$ cat src/rtl/logic_gate_unit.sv
// Packet-wide bitwise logic reduction over N_IN lanes per beat.
// Result, beat count and reserved-op flag are held until downstream takes them.
module logic_gate_unit #(
  parameter int WIDTH = 4,
  parameter int N_IN  = 2
) (
  input  logic                  clk,
  input  logic                  rst_n,
  input  logic                  in_valid,
  output logic                  in_ready,
  input  logic [N_IN*WIDTH-1:0] in_data,
  input  logic [2:0]            in_op,
  input  logic                  in_last,
  output logic                  out_valid,
  input  logic                  out_ready,
  output logic [WIDTH-1:0]      out_data,
  output logic [7:0]            out_beats,
  output logic                  out_err
);

  typedef enum logic [1:0] {
    IDLE,
    ACCUM,
    HOLD
  } state_t;

  typedef enum logic [1:0] {
    B_AND,
    B_OR,
    B_XOR
  } base_t;

  state_t           state_q, state_d;
  logic [2:0]       op_q, op_d;
  logic [WIDTH-1:0] acc_q, acc_d;
  logic [7:0]       cnt_q, cnt_d;
  logic [WIDTH-1:0] data_q, data_d;
  logic [7:0]       beats_q, beats_d;
  logic             err_q, err_d;

  logic [2:0]       op_eff;
  base_t            base;
  logic             fire;
  logic             first;
  logic             rsvd;
  logic             inv;
  logic [WIDTH-1:0] red;
  logic [WIDTH-1:0] acc_nx;
  logic [7:0]       cnt_nx;
  logic [WIDTH-1:0] res;

  function automatic logic [WIDTH-1:0] apply(
    input base_t            b,
    input logic [WIDTH-1:0] x,
    input logic [WIDTH-1:0] y
  );
    logic [WIDTH-1:0] r;
    unique case (b)
      B_AND:   r = x & y;
      B_OR:    r = x | y;
      default: r = x ^ y;
    endcase
    return r;
  endfunction

  assign in_ready  = (state_q != HOLD);
  assign out_valid = (state_q == HOLD);
  assign out_data  = data_q;
  assign out_beats = beats_q;
  assign out_err   = err_q;

  assign fire   = in_valid && in_ready;
  assign first  = (state_q == IDLE);
  assign op_eff = first ? in_op : op_q;
  assign rsvd   = (op_eff[2:1] == 2'b11);
  assign inv    = (op_eff == 3'd3) ||
                  (op_eff == 3'd4) ||
                  (op_eff == 3'd5);

  // Decode the base operation shared by a gate and its inverse
  always_comb begin
    base = B_XOR;
    unique case (1'b1)
      (op_eff == 3'd0) || (op_eff == 3'd3): base = B_AND;
      (op_eff == 3'd1) || (op_eff == 3'd4): base = B_OR;
      default:                              base = B_XOR;
    endcase
  end

  // Reduce this beat's lanes and fold into the running accumulator
  always_comb begin
    red = in_data[WIDTH-1:0];
    for (int k = 1; k < N_IN; k++) begin
      red = apply(base, red, in_data[k*WIDTH +: WIDTH]);
    end
    acc_nx = first ? red : apply(base, acc_q, red);
    cnt_nx = first ? 8'd1 :
             (cnt_q == 8'hFF) ? cnt_q : cnt_q + 8'd1;
  end

  // Final inversion applies once to the whole packet
  always_comb begin
    res = acc_nx;
    unique case (1'b1)
      rsvd:    res = '0;
      inv:     res = ~acc_nx;
      default: res = acc_nx;
    endcase
  end

  // Next-state and output-register update
  always_comb begin
    state_d = state_q;
    op_d    = op_q;
    acc_d   = acc_q;
    cnt_d   = cnt_q;
    data_d  = data_q;
    beats_d = beats_q;
    err_d   = err_q;
    if (fire) begin
      op_d  = op_eff;
      acc_d = acc_nx;
      cnt_d = cnt_nx;
      if (in_last) begin
        state_d = HOLD;
        acc_d   = '0;
        cnt_d   = '0;
        data_d  = res;
        beats_d = cnt_nx;
        err_d   = rsvd;
      end else begin
        state_d = ACCUM;
      end
    end else if (state_q == HOLD && out_ready) begin
      state_d = IDLE;
    end
  end

  // State and datapath registers
  always_ff @(posedge clk or negedge rst_n) begin
    if (!rst_n) begin
      state_q <= IDLE;
      op_q    <= '0;
      acc_q   <= '0;
      cnt_q   <= '0;
      data_q  <= '0;
      beats_q <= '0;
      err_q   <= 1'b0;
    end else begin
      state_q <= state_d;
      op_q    <= op_d;
      acc_q   <= acc_d;
      cnt_q   <= cnt_d;
      data_q  <= data_d;
      beats_q <= beats_d;
      err_q   <= err_d;
    end
  end

endmodule

$ cat config.mk
export PLATFORM = sky130hd
export DESIGN_NAME = logic_gate_unit
export DESIGN_NICKNAME = d
export VERILOG_FILES = /design/src/rtl/logic_gate_unit.sv
export SDC_FILE = /design/constraint.sdc
export NUM_CORES = 1
export LEC_CHECK = 0
export CORE_ASPECT_RATIO = 0.75
export CORE_MARGIN = 10
export CORE_UTILIZATION = 40
export CTS_BUF_LIST = sky130_fd_sc_hd__clkbuf_4 sky130_fd_sc_hd__clkbuf_8 sky130_fd_sc_hd__clkbuf_16
export CTS_CLUSTER_SIZE = 24
export DETAILED_ROUTE_END_ITERATION = 6
export GPL_TIMING_DRIVEN = 0
export SETUP_SLACK_MARGIN = 0.05
export SYNTH_ARGS = -nofsm -noshare
export SYNTH_HDL_FRONTEND = slang
export SYNTH_SLANG_ARGS = --single-unit
$ cat constraint.sdc
create_clock -name clk -period 2.7 [get_ports clk]
set_input_delay 0.405 -clock clk [delete_from_list [all_inputs] [get_ports clk]]
set_output_delay 0.405 -clock clk [all_outputs]
set_load 0.01 [all_outputs]
# Yosys cells after proc, flatten, opt, wreduce, memory -nomap -nowiden
# Cells that the tools add are included.
[word_totals] output_inout_bits=15 register_bits=30
[classes] n_reduce_logical=11 n_bitwise=7 mux=13 n_eq_ne=9 add_sub_neg=1
[ops] op="two-way mux 8 bit" count=3
[ops] op="one-hot mux 4 bit (2 select lines)" count=3
[ops] op="adder 8 x 1 -> 8 bit (second input constant)" count=1
[ops] op="AND 4 bit" count=2
[ops] op="== test 8 bit (second input constant)" count=1
[ops] op="two-way mux 4 bit" count=2
[ops] op="OR 4 bit" count=2
[ops] op="bitwise XOR 4 bit" count=2
[ops] op="== test 3 bit (second input constant)" count=2
[ops] op="two-way mux 2 bit" count=3
[ops] op="== test 2 bit (second input constant)" count=2
[ops] op="zero test 2 bit" count=2
[ops] op="logical OR 1 bit" count=4
[ops] op="inverter 4 bit" count=1
[ops] op="one-hot mux 2 bit (2 select lines)" count=1
[ops] op="== test 3 x 1 -> 1 bit (second input constant)" count=1
[ops] op="== test 3 x 2 -> 1 bit (second input constant)" count=1
[ops] op="zero test 3 bit" count=1
[ops] op="two-way mux 3 bit" count=1
[ops] op="== test 2 x 1 -> 1 bit (second input constant)" count=1
[ops] op="logical AND 1 bit" count=2
[ops] op="!= test 2 bit (second input constant)" count=1
[ops] op="AND reduction 2 bit" count=1
[ops] op="nonzero test 2 bit" count=1

# Logic depth before layout (Yosys ltp)
[depth] word_depth=12 ltp_mapped=12 ltp_nobuf=11

# Least setup slack after synthesis
# Ideal clock, no wire load.
[synth_path] kind="register to register" startpoint="register state_q[1]" endpoint="register acc_q[3]" setup_time_ns=0.121 setup_slack_ns=0.195 path_stages_with_launch=13 arrival_ns=2.384 t_required_ns=2.579 n_path_buf=2 path_cell_list="dfrtp_1 -> buf_6 -> nor2_4 -> buf_6 -> o31ai_1 -> a211o_1 -> and2_0 -> a221o_1 -> inv_2 -> ha_1 -> o211ai_1 -> o22ai_1 -> a22o_1"
[synth_between] elab_chain_cells=11
[synth_lines] item="from (decl)" line_no="33" source="state_t state_q, state_d;"
[synth_lines] item="from (signal assigned)" line_no="150" source="state_q <= state_d;"
[synth_lines] item="zero test 2 bit" line_no="73" source="assign first = (state_q == IDLE);"
[synth_lines] item="two-way mux 3 bit" line_no="74" source="assign op_eff = first ? in_op : op_q;"
[synth_lines] item="== test 3 x 1 -> 1 bit, or another cell as far along" line_no="85" source="(op_eff == 3'd1) || (op_eff == 3'd4): base = B_OR;"
[synth_lines] item="logical OR 1 bit, on equally long branches" line_no="85, 84"
[synth_lines] item="one-hot mux 2 bit (2 select lines)" line_no="83" source="unique case (1'b1)"
[synth_lines] item="== test 2 x 1 -> 1 bit / zero test 2 bit (equally long branches)" line_no="58" source="unique case (b)"
[synth_lines] item="one-hot mux 4 bit (2 select lines)" line_no="58"
[synth_lines] item="bitwise XOR 4 bit, or another cell as far along" line_no="61" source="default: r = x ^ y;"
[synth_lines] item="one-hot mux 4 bit (2 select lines)" line_no="58"
[synth_lines] item="two-way mux 4 bit" line_no="96" source="acc_nx = first ? red : apply(base, acc_q, red);"
[synth_lines] item="two-way mux 4 bit" line_no="124" source="if (in_last) begin"
[synth_lines] item="to (signal assigned)" line_no="144" source="acc_q <= '0;"
[synth_lines] item="to (signal assigned)" line_no="152" source="acc_q <= acc_d;"
[synth_lines] item="to (decl)" line_no="35" source="logic [WIDTH-1:0] acc_q, acc_d;"
# Parallel ways exist; a longest one is shown, timed or not.
# A chain may end at the register's enable or synchronous reset.

# Final worst setup path
# Same ends and word-level chain as after synthesis.

==> summary.md <==
| Metric | Value |
|---|---|
| Status | finished clean |
| Die area | 0.00886 mm^2 |
| Post-synth top area share | 34.3% |
| Placed Cells | 336 |
| Compound-gate portion of the synthesized area | 24.5% |
| Busiest grt layer | met1 |
| Synth Area in XOR/XNOR | 3.20% |
| Unique masters post-synth | 52 |
| Vias per inst | 5.28 |
| Crit start category | flop |
| Area growth syn-to-layout | 29.0% |
| Non-Filler Instances | 355 |
| Top FF cell, synth | dfrtp_1 |
| Area of the core | 0.00532 mm^2 |
| Clk buf depth | 2 |
| Switch Pwr | 1.27 mW |
| CTS Sinks | 30 |
| Final Slew Violations | 0 |
| Initial DRC count | 78 |
| Clock network power share | 12.0% |
| Net Count, Synth | 268 |
| Cts bufs inserted | 5 |
| Layout cells sized above 1 | 22.1% |
| Final core occ | 53.0% |
| Seq pwr share | 23.7% |
| Worst Skew | 0.00292 ns |
| Root buffer selected by CTS | clkbuf_8 |
| Adder-cell share of the synthesized area | 9.72% |
| Vias in the first global route | 1,782 |
| Multiplexer share of the synthesized area | 7.09% |
| Setup Viol. Count Final | 0 |
| Synth top area cells | dfrtp_1 (34%), ha_1 (9.7%), mux2i_1 (5.0%), a21oi_1 (3.4%), inv_1 (3.1%) |
| Crit end category | flop |
| Final net count | 313 |
| Dominant cell by count in the synthesized netlist | dfrtp_1 |
| P per Cell Area | 1060 mW/mm^2 |
| Total power | 3.01 mW |
| Die Span X | 105 um |
| Synth area leader | dfrtp_1 |
| Critical path class | flop to flop |
| Overflow after GRT | 0 |
| I/O Pins | 31 |
| Routed vias | 1,874 |
| Combinational family with the most area after synthesis | compound AO/OA/AOI/OAI gates |
| Routing usage on met2 | 17.3% |
| Top cells by count, synth | dfrtp_1 (30), inv_1 (18), ha_1 (17), nand2_1 (17), a21oi_1 (15) |
| Worst Path Arrival | 2.74 ns |
| Synth Area in Simple Gates | 13.6% |
| Worst Path Required | 2.87 ns |
| Leakage | 1.26 nW |
| First-pass GRT wire length | 9110 um |
| Worst hold margin | 0.155 ns |
| GP Congestion | 0.800 |
| CTS tree | built |
| Syn Inst Count | 235 |
| Overall routing resource usage | 12.6% |
| Met3 Use GR | 3.94% |
| Port bufs | 26 |
| WL final | 5540 um |
| N_diodes | 0 |
| Die height | 84.1 um |
| Avg WL per Cell | 15.6 um |
| Detail Route Antenna Nets | 0 |
| Initial antenna violation count | 0 |
| RSZ-0062 raised after global routing | yes |
| Period utilization | 95.2% |
| Ys Warns | 0 |
| Internal Power | 1.74 mW |
| Worst-path fanout max | 9 |
| Detailed-router iteration count before antenna repair | 4 |
| Post-synth EDFFs | 0 |
| Maximum vdd ir drop | 0.478 mV |
| Clock transition at path regs | 0.06 ns |
| Sw Ratio | 42.2% |
| Combinational share of power | 64.4% |
| # fillers | 493 |
| FP Rows | 23 |
| Synth async-reset ratio | 100% |
| #FFs+latches synth | 30 |
| Largest net degree at the start of global routing | 31 |
| DP HPWL | 3880 um |
| Hold Path Class | primary input to async pin |
| M1 GR Usage | 17.6% |
| Max cap viols | 0 |
| DRC | 0 |
| Slew margin rel. | 54.3% |
| Fin crit period | 2.57 ns |
| Fmax achieved | 389 MHz |
| Post-synthesis sequential area ratio | 34.3% |
| Mean area per synthesized cell | 9.31 um^2 |
| Final hold vios | 0 |
| Initial Util | 41.1% |
| Worst-skew pair later-pin latency | 0.29 ns |
| CTS H-Tree Depth | 2 |
| Post-Synthesis Cell Area | 0.00219 mm^2 |
| Worst slew pin tran | 0.685 ns |
==> cells by family after synthesis <==
kind of cell | Yosys count
compound gates | 72
simple gates | 57
buf+inv | 36
flops | 30
fa+ha+maj | 17
mux | 15
xor+xnor | 8
==> final cells by class <==
class	instances	area [um^2]	area share, %
multi-input cells	169	1370	48.5
flip-flops and latches	30	751	26.6
repair buffers	40	364	12.9
well taps	75	93.8	3.32
plain buffers	15	90.1	3.19
clock buffers	7	83.8	2.97
inverters	19	71.3	2.53
==> power groups by stage <==
stage | sequential [mW] | clock, mW | combinational (mW)
after global placement | 0.680 | 0 | 1.51
after global routing | 0.736 | 0.388 | 2.13
after CTS | 0.699 | 0.370 | 1.62
after detailed placement | 0.683 | 0 | 1.54
after floorplan | 0.686 | 0 | 1.09
final | 0.712 | 0.360 | 1.94
==> repair_timing <==
| action | CTS | global route |
|---|---|---|
| buffers inserted | 5 | 9 |
| endpoints found under the setup margin | 6 | 8 |
| resized for setup | 2 | 17 |
| pin swaps | 3 | 11 |
| gates cloned | 0 | 0 |
| hold buffers | 0 | 0 |
==> path summary, 6_finish.rpt <==
check,start,endpoint,slack (ns),cells after the start
worst min register to register,out_beats[0]$_DFFE_PN0P_,out_beats[0]$_DFFE_PN0P_,0.48,2
min in group clk,out_beats[0]$_DFFE_PN0P_,out_beats[0]$_DFFE_PN0P_,0.48,2
worst max-delay path,state_q[1]$_DFFE_PN0P_,acc_q[3]$_DFFE_PN0P_,0.13,12
worst max register to register,state_q[1]$_DFFE_PN0P_,acc_q[3]$_DFFE_PN0P_,0.13,12
max in group asynchronous,rst_n,cnt_q[4]$_DFFE_PN0P_,2.10,1
worst min-delay path,rst_n,out_beats[0]$_DFFE_PN0P_,0.16,1
==> worst max-delay path, cell delays in order, from the launching register on <==
cell and delay, ns:
dfrtp_1 0.37, buf_6 0.14, nor2_4 0.22, buf_8 0.15, o31ai_1 0.06, a211o_1 0.28
and2_1 0.16, a221o_1 0.30, inv_2 0.06, ha_1 0.22, o211ai_1 0.20, o22ai_2 0.12
a22o_1 0.19
==> through the flow <==
step | setup TNS [ns] | cell area, um^2 | worst slack (ns)
2_1_floorplan | 0 | 2190 | 0.195
3_3_place_gp | -0.0561 | 2540 | -0.0553
3_5_place_dp | -0.0815 | 2540 | -0.0660
4_1_cts | 0 | 2670 | 0.0478
5_1_grt | -0.0148 | 2820 | -0.00913
6_report | 0 | 2820 | 0.131
==> layer usage <==
layer	wire length (um)	up-vias
li1	-	933
met1	2870	899
met2	2300	35
met3	286	7
met4	85	0
met5	0	-
==> flip-flops by register name (all words and copies together) (netlist names) <==
name / flops
acc_q: 4
out_err: 1
state_q: 2
out_beats: 8
cnt_q: 8
op_q: 3
out_data: 4
==> layout by cell type (no fill, tap or decap), types with 3 or more instances in the layout <==
cell and count:
ha_1 14, o21ai_2 6, dfrtp_1 30, nor2_1 9, a22o_1 3, a21boi_0 4
and3_1 3, mux2i_1 9, o22ai_1 3, xor2_1 4, nand2b_1 6, o31ai_1 7
ha_4 3, a31oi_1 3, nand3_1 7, buf_4 13, clkdlybuf4s50_1 25, o211ai_1 3
buf_6 3, clkbuf_1 6, nand2_1 17, inv_1 15, nor3_1 4, inv_2 4
a22oi_1 3, clkbuf_8 5, o21ai_1 5, buf_2 7, mux2_2 4, xnor2_1 4
a221oi_2 3, o21ai_0 3, a21oi_1 15
Note: power is estimated with default switching activity, not from simulation.
